[config.mk]
export PLATFORM = sky130hd
export DESIGN_NAME = matrix_frame_arbiter
export DESIGN_NICKNAME = d
export VERILOG_FILES = /design/src/rtl/matrix_frame_arbiter.sv
export SDC_FILE = /design/constraint.sdc
export NUM_CORES = 1
export LEC_CHECK = 0
export ABC_AREA = 1
export BUFFER_PORTS_ARGS = -buffer_cell sky130_fd_sc_hd__buf_4
export CAP_MARGIN = 20
export CELL_PAD_IN_SITES_DETAIL_PLACEMENT = 0
export CELL_PAD_IN_SITES_GLOBAL_PLACEMENT = 1
export CORE_MARGIN = 4
export CORE_UTILIZATION = 33
export CTS_CLUSTER_SIZE = 28
export DETAILED_ROUTE_END_ITERATION = 16
export GPL_TIMING_DRIVEN = 0
export PLACE_DENSITY = 0.74
export SLEW_MARGIN = 15
export SYNTH_ARGS = -nofsm -noshare
export SYNTH_HDL_FRONTEND = slang
export SYNTH_SLANG_ARGS = --single-unit
[constraint.sdc]
create_clock -name clk -period 1.67 [get_ports clk]
set_clock_uncertainty 0.05 [all_clocks]
set_input_delay 0.0835 -clock clk [delete_from_list [all_inputs] [get_ports clk]]
set_output_delay 0.0835 -clock clk [all_outputs]
set_load 0.02 [all_outputs]
[src/rtl/matrix_frame_arbiter.sv]
// Two-source frame arbiter feeding a downstream 3x3 window generator.
// Optional: define FRAME_DROP_CNT_EN to build the per-source skipped-frame counters.
module matrix_frame_arbiter #(
  parameter logic [10:0] IMG_HDISP    = 11'd640,
  parameter logic [10:0] IMG_VDISP    = 11'd480,
  parameter logic [10:0] FLUSH_CYCLES = 11'd650
) (
  input  logic       clk,
  input  logic       rst_n,
  input  logic       s0_vsync,
  input  logic       s0_href,
  input  logic [7:0] s0_gray,
  input  logic       s1_vsync,
  input  logic       s1_href,
  input  logic [7:0] s1_gray,
  input  logic       win_vsync,
  output logic       m_vsync,
  output logic       m_href,
  output logic [7:0] m_gray,
  output logic       grant,
  output logic       busy,
  output logic [7:0] drop0_cnt,
  output logic [7:0] drop1_cnt
);

  // Frame geometry is informational only: oversized frames pass through untrimmed.
  localparam logic [21:0] unused_geometry = {IMG_HDISP, IMG_VDISP};

  typedef enum logic [1:0] {IDLE, ARM, STREAM, FLUSH} state_t;

  state_t      state, state_nx;
  logic        s0_vsync_q, s1_vsync_q;
  logic [1:0]  rise;
  logic [1:0]  pend, pend_nx, req;
  logic        grant_nx;
  logic        last_served;
  logic        stream_en;
  logic        enter_stream;
  logic        sel_vsync, sel_href, sel_vsync_q, fall_sel;
  logic [7:0]  sel_gray;
  logic [10:0] flush_cnt;
  logic        flush_done;

  // vsync history resets high so a frame interrupted by reset is never seen as a new rise
  assign rise[0] = s0_vsync & ~s0_vsync_q;
  assign rise[1] = s1_vsync & ~s1_vsync_q;
  assign req     = pend | rise;
  assign busy    = (state != IDLE);

  assign sel_vsync   = grant_nx ? s1_vsync   : s0_vsync;
  assign sel_href    = grant_nx ? s1_href    : s0_href;
  assign sel_gray    = grant_nx ? s1_gray    : s0_gray;
  assign sel_vsync_q = grant_nx ? s1_vsync_q : s0_vsync_q;
  assign fall_sel    = ~sel_vsync & sel_vsync_q;
  assign flush_done  = (flush_cnt == FLUSH_CYCLES - 11'd1);

  always_ff @(posedge clk or negedge rst_n) begin
    if (!rst_n) state <= IDLE;
    else        state <= state_nx;
  end

  // A grant that lands on the winner's own vsync edge skips ARM and streams that frame at once.
  always_comb begin
    state_nx  = state;
    grant_nx  = grant;
    stream_en = 1'b0;
    case (state)
      IDLE: begin
        if (|req) begin
          grant_nx = (req == 2'b11) ? ~last_served : req[1];
          if (rise[grant_nx]) begin
            state_nx  = STREAM;
            stream_en = 1'b1;
          end else begin
            state_nx = ARM;
          end
        end
      end
      ARM: begin
        if (rise[grant]) begin
          state_nx  = STREAM;
          stream_en = 1'b1;
        end
      end
      STREAM: begin
        stream_en = 1'b1;
        if (fall_sel) state_nx = FLUSH;
      end
      FLUSH: begin
        if (flush_done && !win_vsync) state_nx = IDLE;
      end
      default: state_nx = IDLE;
    endcase
  end

  assign enter_stream = (state != STREAM) && (state_nx == STREAM);

  always_comb begin
    pend_nx = pend | rise;
    if (enter_stream) pend_nx[grant_nx] = 1'b0;
  end

  always_ff @(posedge clk or negedge rst_n) begin
    if (!rst_n) begin
      grant       <= 1'b0;
      last_served <= 1'b1;
      pend        <= 2'b00;
      s0_vsync_q  <= 1'b1;
      s1_vsync_q  <= 1'b1;
      flush_cnt   <= 11'd0;
      m_vsync     <= 1'b0;
      m_href      <= 1'b0;
      m_gray      <= 8'h00;
    end else begin
      grant      <= grant_nx;
      pend       <= pend_nx;
      s0_vsync_q <= s0_vsync;
      s1_vsync_q <= s1_vsync;
      if (enter_stream) last_served <= grant_nx;
      if (state != FLUSH)   flush_cnt <= 11'd0;
      else if (!flush_done) flush_cnt <= flush_cnt + 11'd1;
      m_vsync <= stream_en & sel_vsync;
      m_href  <= stream_en & sel_href;
      m_gray  <= stream_en ? sel_gray : 8'h00;
    end
  end

`ifdef FRAME_DROP_CNT_EN
  logic [1:0] drop_inc;
  logic [7:0] drop0_q, drop1_q;

  assign drop_inc[0] = rise[0] & busy & grant;
  assign drop_inc[1] = rise[1] & busy & ~grant;

  always_ff @(posedge clk or negedge rst_n) begin
    if (!rst_n) begin
      drop0_q <= 8'h00;
      drop1_q <= 8'h00;
    end else begin
      if (drop_inc[0] && drop0_q != 8'hFF) drop0_q <= drop0_q + 8'h01;
      if (drop_inc[1] && drop1_q != 8'hFF) drop1_q <= drop1_q + 8'h01;
    end
  end

  assign drop0_cnt = drop0_q;
  assign drop1_cnt = drop1_q;
`else
  assign drop0_cnt = 8'h00;
  assign drop1_cnt = 8'h00;
`endif

endmodule
==> metrics.txt, run 1 <==
RSZ-0062 raised after global routing true; CTS Sinks 29; vias per cell 4.13; Max Cap Viol 0; CP max FO 3; proportion of power drawn by flip-flops and latches 0.438; Worst EP arrival ~1.8 ns; CP Cell Sequence inv_2 > nand2_4 > nand2_2 > nand2_2 > nand2_1 > nand2_2 > nand3_4 > nand3_4 > nand2_4 > inv_2 > nand4_4 > nand2_1 > nand2_1; setup TNS -0.0114 ns; clock root buffer clkbuf_8; Mapped Area between 1500 and 2000 um^2; Die Y 81.1 um; CTS tree yes; net switching power 0.000352 W; I/O Pins just over 50; DR DRC count 0; Detail Route Antenna Nets 0; FF+latch count, synth 29; Core Region approximately 5100 um^2; Critical Path End Type register; Via Count 1486; largest net degree at the start of global routing 30; Leakage Power approximately 1.4 nW; post-synthesis cell type count 35; period utilization 1.00; highest-delay cell along the critical path dfstp_2; IO buf count 34; routability cong. 0.816; Hold WS 0.0221 ns; CP max stage delay 0.52 ns; Final Slew Violations 0; 1st-iter DRT viols 61; number of global-route vias before repair 1420; Clk Latency, worst-skew pair 0.28 ns; number of inserted diodes 0; Final WS setup -0.00823 ns; share of cells above drive strength 1 0.424; Mapped Cells 220; worst min path class input port to register; synth-to-layout area growth 41.6%; Top delay family on crit path simple AND/OR/NAND/NOR gates; final cell count without fillers 360; nets 314; DR pass1 iterations 4; clk buf depth 2; row cnt 26; status finished with violations; number of placed instances, taps included 339; Detailed Route WL ~3800 um; Worst Setup Path Type register to register; Die W 81.1 um; Worst Path Buf+Inv 2; clock transition at the registers of the reported paths 0.07 ns; total CTS buffers 5; GRT Util Overall 0.129; DP Worst Slack -0.142 ns; crit start category register; Gate power share 0.095; worst vdd ir 0.464 mV; initial core utilization 0.343; crit path time final 1.68 ns; initial antenna violation count 0; Net Sw Frac 0.218; final hold vios 0; Max Freq 596 MHz; die area 6580 um^2; H-Tree Depth 2; Pwr Density 648 nW/um^2; Clk pwr share 0.467; CP Data Required Time 1.80 ns; sequential area share after synthesis 0.413; Internal 0.00127 W; syn_area_per_cell 8.02 um^2; WL/cell 10.6 um; Layout fillers 558; global route overflow 0; failing checks negative setup slack; final setup violation count 2; DP HPWL ~2800 um; first-pass GRT wire length 6390 um; Yosys Warn Count 0; Multi-input gate area 923 um^2; Register Area 729 um^2
==> per-layer routing <==
| metal | GRT usage | vias up | wire length, um |
|---|---|---|---|
| li1 | - | 785 | - |
| met2 | 0.218 | 24 | 1980 |
| met4 | 0.0557 | 0 | 64 |
| met1 | 0.148 | 670 | 1580 |
| met5 | 0 | - | 0 |
| met3 | 0.0421 | 7 | 181 |
==> per-stage QoR <==
| stage | util | power, W | instance area (um^2) |
|---|---|---|---|
| 2_1_floorplan | - | 0.000805 | 1820 |
| 3_3_place_gp | 0.421 | 0.000864 | 2160 |
| 3_5_place_dp | 0.421 | 0.000864 | 2160 |
| 4_1_cts | 0.463 | 0.00164 | 2380 |
| 5_1_grt | 0.486 | 0.00170 | 2500 |
| 6_report | 0.486 | 0.00162 | 2500 |
==> cell usage after synthesis <==
cell type  instances  area [um^2]
nor3_1             5         25.0
nor4_2             1         12.5
nor2_2             3         18.8
nand3_1            5         25.0
dfrtp_1           26          651
nand2_1           65          244
buf_2              1         5.00
a21oi_1            6         30.0
xor2_1             1         8.76
a21boi_4           1         18.8
a21oi_4            2         32.5
nor2_1             9         33.8
a211oi_1           1         7.51
nor2_4             2         22.5
nand4_1            3         18.8
o21ai_2            1         8.76
conb_1             1         3.75
nand3_2            2         20.0
ha_1               2         25.0
nor4_1             1         6.26
o21ai_1            1         5.00
nand2_2            7         43.8
inv_1             32          120
dfstp_2            3         78.8
o21ai_0            5         25.0
inv_2              5         18.8
a31oi_1            2         12.5
nand3_4            3         52.6
nor3_2             1         10.0
clkinv_2           1         5.00
o211ai_1           1         7.51
nand2_4            2         22.5
buf_4             17          128
or2_2              1         6.26
nand4_2            1         12.5
==> power groups by stage <==
stage / sequential (W) / clock [W] / combinational [W]
global route: 0.000708 / 0.000818 / 0.000170
floorplan: 0.000722 / 0 / 0.0000837
global placement: 0.000722 / 0 / 0.000143
CTS: 0.000709 / 0.000783 / 0.000150
detailed placement: 0.000722 / 0 / 0.000143
finish: 0.000709 / 0.000756 / 0.000154
==> registers in the layout (all words and copies together), names as in the netlist <==
signal       count
m_vsync          1
grant            1
state            2
s1_vsync_q       1
s0_vsync_q       1
last_served      1
m_gray           8
pend             2
flush_cnt       11
m_href           1
==> cell usage in the layout, fill, tap and decap left out, types with 2 or more instances in the layout <==
cell type      count
nor3_1             4
dfstp_2            3
conb_1            16
a31oi_1            2
a21oi_4            3
inv_2              9
clkbuf_8           6
dfrtp_1           26
nand2_4            3
nand2_1           56
nand3_4            4
nand2_2           15
buf_4             61
nand3_2            3
o21ai_0            5
nand4_1            3
nor2_1             9
a21oi_1            5
nor2_4             4
dlygate4sd3_1      3
inv_1             28
nand3_1            3
==> logic make-up after synthesis <==
| family | after synthesis | share of synthesized area |
|---|---|---|
| other | 1 | 0.00212 |
| XOR/XNOR | 1 | 0.00496 |
| AND/OR/NAND/NOR | 111 | 0.325 |
| AO/OA/AOI/OAI | 20 | 0.0836 |
| adder cells (fa/ha/maj) | 2 | 0.0142 |
| flip-flops | 29 | 0.413 |
| buffers and inverters | 56 | 0.157 |
==> final cells by class <==
| cell class | count | area share |
|---|---|---|
| Sequential cell | 29 | 0.292 |
| Multi-Input combinational cell | 150 | 0.369 |
| Clock buffer | 7 | 0.0345 |
| Buffer | 18 | 0.0556 |
| Inverter | 38 | 0.0576 |
| Timing Repair Buffer | 47 | 0.144 |
| Clock inverter | 1 | 0.0120 |
| Tap cell | 70 | 0.0350 |
==> tightest hold or removal path: cells and delay by family <==
family,cells,cell delay (ns)
buf+inv,2,0.12
simple gates,3,0.13
==> timing repair <==
item	4_1_cts	5_1_grt
pin swaps	5	9
gates resized for setup	11	20
endpoints found under the hold margin	31	0
hold buffers	3	0
buffers inserted	3	7
setup endpoints to repair	4	15
cloned	0	1
==> path summary, 6_finish.rpt <==
check	from	to	slack, ns	depth (start not counted)
setup / recovery	s0_vsync_q	pend[1]	-0.008	13
hold / removal	s0_gray[5]	m_gray[5]	0.02	5
setup reg to reg	s0_vsync_q	pend[1]	-0.008	13
hold reg to reg	last_served	last_served	0.43	2
max in group asynchronous	rst_n	s0_vsync_q	1.03	2
min in group asynchronous	rst_n	flush_cnt[10]	0.21	2
(Power assumes the default switching activity.)
==> run 2: changes to the inputs <==
--- a/config.mk
+++ b/config.mk
@@ -10,7 +10,6 @@
 export CAP_MARGIN = 20
 export CELL_PAD_IN_SITES_DETAIL_PLACEMENT = 0
 export CELL_PAD_IN_SITES_GLOBAL_PLACEMENT = 1
-export CORE_MARGIN = 4
 export CORE_UTILIZATION = 33
 export CTS_CLUSTER_SIZE = 28
 export DETAILED_ROUTE_END_ITERATION = 16
==> constraint.sdc (replaced) <==
create_clock -name clk -period 1.4 [get_ports clk]
set_clock_uncertainty 0.05 [all_clocks]
set_input_delay 0.07 -clock clk [delete_from_list [all_inputs] [get_ports clk]]
set_output_delay 0.07 -clock clk [all_outputs]
set_load 0.02 [all_outputs]
==> metrics.txt, run 2 (synthesis gave the netlist of run 1 again) <==
flop-to-flop setup slack -0.31 ns; clk buf depth 2; most used cell, CP nand2_1; Final WS setup -0.314 ns; largest registers flush_cnt: 11 flops, m_gray: 8 flops; Top delay family on crit path simple AND/OR/NAND/NOR gates; number of placed instances, taps included 339; Die W 75.1 um; H-Tree Depth 2; status finished with violations; CP Cell Sequence inv_2 > ha_4 > nand2_2 > nor3_2 > nand4_1 > a21oi_4 > nand3_4 > nor2_4 > nand2_1 > nand2_1; IO buf count 34; R2R Path End pend[1]; WL/cell 10.3 um; row cnt 26; global route overflow 0; Max Freq 583 MHz; routability cong. between 0.7 and 0.8; share of cells above drive strength 1 0.452; Largest register FFs 11; Largest Register flush_cnt; Leakage Power around 1.4 nW; Core Region 5140 um^2; FF-to-FF path depth 10; initial core utilization 0.343; final cell count without fillers 364; Worst EP arrival 1.88 ns; CP max stage delay just under 0.4 ns; synth-to-layout area growth 43.8%; Worst Setup Path Type register to register; worst min path class input port to register; final setup violation count 16; Pwr Density 707 nW/um^2; hold path start s0_gray[7]; Worst Path Buf+Inv 1; first-pass GRT wire length 6200 um; period utilization 1.22; CP max FO 3; total CTS buffers 5; Layout fillers 545; most common cell after layout, fill and taps aside buf_4; Detailed Route WL between 3000 and 4000 um; post-layout util 0.494; Via Count 1500; reg2reg start flush_cnt[1]; CP Data Required Time 1.57 ns; Clk Latency, worst-skew pair 0.28 ns; Critical Path End Type register; DP HPWL 2630 um; highest-delay cell along the critical path dfrtp_1; CTS Sinks 29; Final Slew Violations 0; DP Worst Slack -0.378 ns; Die Y 75.1 um; clock transition at the registers of the reported paths 0.06 ns; most frequent cells in the layout buf_4, nand2_1, inv_1, dfrtp_1, conb_1; GRT Util Overall 0.149; clock root buffer clkbuf_8; largest net degree at the start of global routing 30; die area 5650 um^2; Detail Route Antenna Nets 0; crit start category register; Cells on Worst Hold Path 5; crit path time final 1.71 ns; DR DRC count 0; initial antenna violation count 0; Max Cap Viol 0; I/O Pins between 50 and 60; RSZ-0062 raised after global routing true; DR pass1 iterations 4; vias per cell 4.12; nets 318; failing checks negative setup slack; 1st-iter DRT viols 85; CTS tree yes; number of global-route vias before repair 1425; number of inserted diodes 0; final hold vios 0; Hold EP m_gray[7]; worst vdd ir 0.546 mV
[run 2: final cells by class]
class | instances | area [um^2] | area share
plain buffers | 18 | 143 | 0.0562
clock buffers | 7 | 96.3 | 0.0379
clock inverters | 1 | 5.00 | 0.00197
inverters | 38 | 150 | 0.0591
multi-input cells | 150 | 930 | 0.366
flip-flops and latches | 29 | 733 | 0.289
well taps | 70 | 87.6 | 0.0345
repair buffers | 51 | 394 | 0.155
[run 2: worst min-delay path, stage by stage]
cell and delay [ns]:
buf_4 0.08, nand2_1 0.04, nand2_1 0.05, nand2_1 0.04, inv_1 0.04
[run 2: per-layer routing]
metal | up-vias | wire, um | global-route usage
met2 | 29 | 1910 | 0.252
met5 | - | 0 | 0
met4 | 0 | 41 | 0.0556
li1 | 791 | - | -
met1 | 675 | 1620 | 0.179
met3 | 5 | 163 | 0.0469
[run 2: per-stage QoR]
stage / TNS, ns / power (W) / hold slack [ns] / area (um^2)
2_1_floorplan: -1.15 / 0.000961 / -0.276 / 1840
3_3_place_gp: -3.99 / 0.00103 / -0.0243 / 2180
3_5_place_dp: -3.95 / 0.00103 / -0.0234 / 2180
4_1_cts: -3.63 / 0.00183 / 0.00507 / 2460
5_1_grt: -5.01 / 0.00189 / 0.0346 / 2540
6_report: -2.82 / 0.00179 / 0.0117 / 2540
[run 2: where the power goes]
group          internal, W  total (W)  switching (W)
combinational    0.0000883   0.000182      0.0000936
sequential        0.000844   0.000846     0.00000274
clock             0.000444   0.000766       0.000323
total              0.00138    0.00179       0.000419
[run 2: how the worst max path moves through the flow]
stage	startpoint	end	slack [ns]	cells after the start
CTS	s0_vsync_q	pend[1]	-0.29	13
finish	flush_cnt[1]	pend[1]	-0.31	10
floorplan	s0_vsync_q	pend[1]	-0.15	13
detailed placement	flush_cnt[1]	pend[1]	-0.38	12
global route	flush_cnt[1]	pend[1]	-0.43	10
global placement	flush_cnt[1]	pend[1]	-0.37	9
[run 2: what timing repair did]
item                                   CTS  global route
buffers inserted                         8             7
setup endpoints to repair               19            23
pin swaps                               14             9
gates resized for setup                 21            15
hold buffers                             3             0
cloned                                   0             0
endpoints found under the hold margin   31             0
==> run 3: changes to the inputs <==
==> config.mk (replaced) <==
export PLATFORM = sky130hd
export DESIGN_NAME = matrix_frame_arbiter
export DESIGN_NICKNAME = d
export VERILOG_FILES = /design/src/rtl/matrix_frame_arbiter.sv
export SDC_FILE = /design/constraint.sdc
export NUM_CORES = 1
export LEC_CHECK = 0
export BUFFER_PORTS_ARGS = -buffer_cell sky130_fd_sc_hd__buf_2
export CAP_MARGIN = 20
export CELL_PAD_IN_SITES_DETAIL_PLACEMENT = 0
export CELL_PAD_IN_SITES_GLOBAL_PLACEMENT = 1
export CORE_UTILIZATION = 34
export CTS_CLUSTER_SIZE = 28
export DETAILED_ROUTE_END_ITERATION = 16
export GPL_TIMING_DRIVEN = 0
export PLACE_DENSITY = 0.75
export REMOVE_ABC_BUFFERS = 1
export SLEW_MARGIN = 15
export SYNTH_ARGS = -nofsm -noshare
export SYNTH_HDL_FRONTEND = slang
export SYNTH_SLANG_ARGS = --single-unit
==> metrics.txt, run 3 <==
most common cell in the netlist dfrtp_1; die area ~4800 um^2; DR DRC count 0; most frequent cells in the layout buf_2, dfrtp_1, nor2_1, dlygate4sd3_1, buf_4; period utilization 1.26; reg2reg start s1_vsync_q; Register Area 733 um^2; number of global-route vias before repair 1383; cell taking the most area after synthesis dfrtp_1; highest-delay cell along the critical path dfstp_2; CTS Sinks 29; crit start category register; Final Slew Violations 0; crit path time final about 1.8 ns; Largest Register flush_cnt; CTS tree yes; worst min path class input port to register; ys flop type dfrtp_1; Layout fillers 367; origin of the worst setup path s1_vsync_q; FF-to-FF path depth 7; Mapped Area 1550 um^2; CP max stage delay 0.53 ns; asr flop ratio synth 1.00; Final Instance Area around 2300 um^2; post-synthesis cell type count 39; commonest cells in the netlist dfrtp_1, nor2_1, buf_4, mux2i_1, nand3_1; CP Data Required Time 1.48 ns; failing checks negative setup slack; Max Freq 568 MHz; final hold vios 0; top post-synthesis cells by area dfrtp_1, buf_4, mux2i_1, dfstp_2, nor2_1; initial core utilization 0.356; routability cong. approximately 0.75; FF+latch count, synth 29; most used cell, CP buf_4; most common cell after layout, fill and taps aside buf_2; status finished with violations; H-Tree Depth 2; Detail Route Antenna Nets 0; Max Cap Viol 0; Clk Latency, worst-skew pair 0.28 ns; Detailed Route WL 3780 um; Multi-input gate area 836 um^2; largest registers flush_cnt: 11 flops, m_gray: 8 flops; clock root buffer clkbuf_8; Core Region 4350 um^2; CP Cell Sequence nand2b_4 > buf_4 > nand3b_1 > o211ai_1 > buf_4 > buf_4 > o21ai_0; Mapped Cells 149; final cell count without fillers between 200 and 300; Critical Path End Type register; total CTS buffers 5; number of placed instances, taps included 229; final setup violation count 20; WL/cell 13.5 um; placed cell areas around 1700 um^2; Final WS setup -0.361 ns; Worst Setup Path Type register to register; Yosys Warn Count 0; worst vdd ir approximately 1.1 mV; Synth top area share 0.420; row cnt 24; largest net degree at the start of global routing 30; 1st-iter DRT viols 21; Die Y 69.5 um; clock transition at the registers of the reported paths 0.07 ns; Via Count 1304; RSZ-0062 raised after global routing true; Leakage Power 1.10 nW; flop-to-flop setup slack -0.36 ns; Critical Path Sink state[1]; syn_area_per_cell 10.4 um^2; Pwr Density 1750 nW/um^2; met2 wire length 1900 um; IO buf count 34; GRT Util Overall 0.164; clk buf depth 2; EDFF count, synth 0; number of inserted diodes 0; CP max FO 6; share of cells above drive strength 1 0.408; top sig layer met4; Worst EP arrival roughly 1.8 ns; vias per cell 4.66; I/O Pins 51; relative slew slack 0.571; Die W 69.5 um; sequential area share after synthesis 0.471; DP HPWL 1990 um; global route overflow 0; metal1 wirelength 1650 um; first-pass GRT wire length 6220 um; Largest register FFs 11; Worst Max-Slew Pin Slew 0.643 ns; synth-to-layout area growth 48.3%; DR pass1 iterations 4; initial antenna violation count 0; R2R Path End state[1]; nets around 250; metal3 WL 198 um
-- run 3: changes by cell type in the layout (fill, tap and decap cells not counted), sizes merged, moves of 4 or more --
cell	delta
buf	-9
inv	-32
nor2	+8
nand4	-4
dlygate4sd3	+17
nand2b	+4
nand2	-72
xor2	+5
nor3	-6
mux2i	+11
and3	+4
o21ai	-5
-- run 3: area by class of cell --
class | instances | area share
repair buffers | 77 | 0.245
multi-input cells | 109 | 0.364
inverters | 5 | 0.00817
clock inverters | 2 | 0.00436
flip-flops and latches | 29 | 0.319
clock buffers | 6 | 0.0316
well taps | 52 | 0.0283
-- run 3: metrics by stage --
| stage | utilization | worst slack (ns) | total power [W] | hold WS [ns] | TNS, ns |
|---|---|---|---|---|---|
| 6_report | 0.528 | -0.361 | 0.00402 | 0.00610 | -4.83 |
| 5_1_grt | 0.528 | -0.427 | 0.00428 | 0.0230 | -6.26 |
| 4_1_cts | 0.515 | -0.352 | 0.00397 | 0.00122 | -4.98 |
| 3_5_place_dp | 0.389 | -0.965 | 0.00272 | 0.0879 | -13.32 |
| 3_3_place_gp | 0.389 | -1.00 | 0.00271 | 0.0897 | -13.86 |
| 2_1_floorplan | - | -0.758 | 0.00230 | -0.276 | -8.67 |
-- run 3: worst max-delay path: cells and delay by family, from the launching register on --
kind	cells	cell delay [ns]
AND/OR/NAND/NOR	2	0.30
flip-flops	1	0.53
AO/OA/AOI/OAI	2	0.30
buffers and inverters	3	0.42
-- run 3: report_power, final --
| part | switching [W] | internal [W] | total, W |
|---|---|---|---|
| Sequential | 0.000205 | 0.00111 | 0.00131 |
| Clock | 0.000319 | 0.000344 | 0.000663 |
| Combinational | 0.00111 | 0.000932 | 0.00205 |
| Total | 0.00164 | 0.00238 | 0.00402 |
-- run 3: cell families (layout without fill, tap and decap cells) --
kind of cell	count (synthesis)	count (layout)	share of synthesized area
fa+ha+maj	2	2	0.0162
simple gates	50	50	0.170
flops	29	29	0.471
mux	13	13	0.0856
xor+xnor	8	8	0.0452
buf+inv	26	90	0.107
other cells	1	16	0.00242
compound gates	20	20	0.102
-- run 3: how the worst min path moves through the flow --
| stage | start | to | slack (ns) | depth (start not counted) |
|---|---|---|---|---|
| after floorplan | rst_n | flush_cnt[0] | -0.28 | 0 |
| after global placement | rst_n | flush_cnt[4] | 0.09 | 1 |
| after detailed placement | rst_n | flush_cnt[5] | 0.09 | 1 |
| after CTS | s0_gray[4] | m_gray[4] | 0.001 | 3 |
| after global routing | s0_gray[4] | m_gray[4] | 0.02 | 3 |
| final | s0_gray[4] | m_gray[4] | 0.006 | 3 |
-- run 3: timing repair --
action / 4_1_cts / 5_1_grt
setup buffers: 20 / 8
resized for setup: 22 / 15
endpoints found under the setup margin: 20 / 22
hold buffers: 20 / 0
gates cloned: 1 / 0
pin swaps: 7 / 10
hold endpoints to repair: 37 / 0
-- run 3: layer usage --
metal	GRT usage	vias to the layer above
met3	0.0596	4
met5	0	-
li1	-	636
met2	0.265	35
met4	0.0680	0
met1	0.196	629
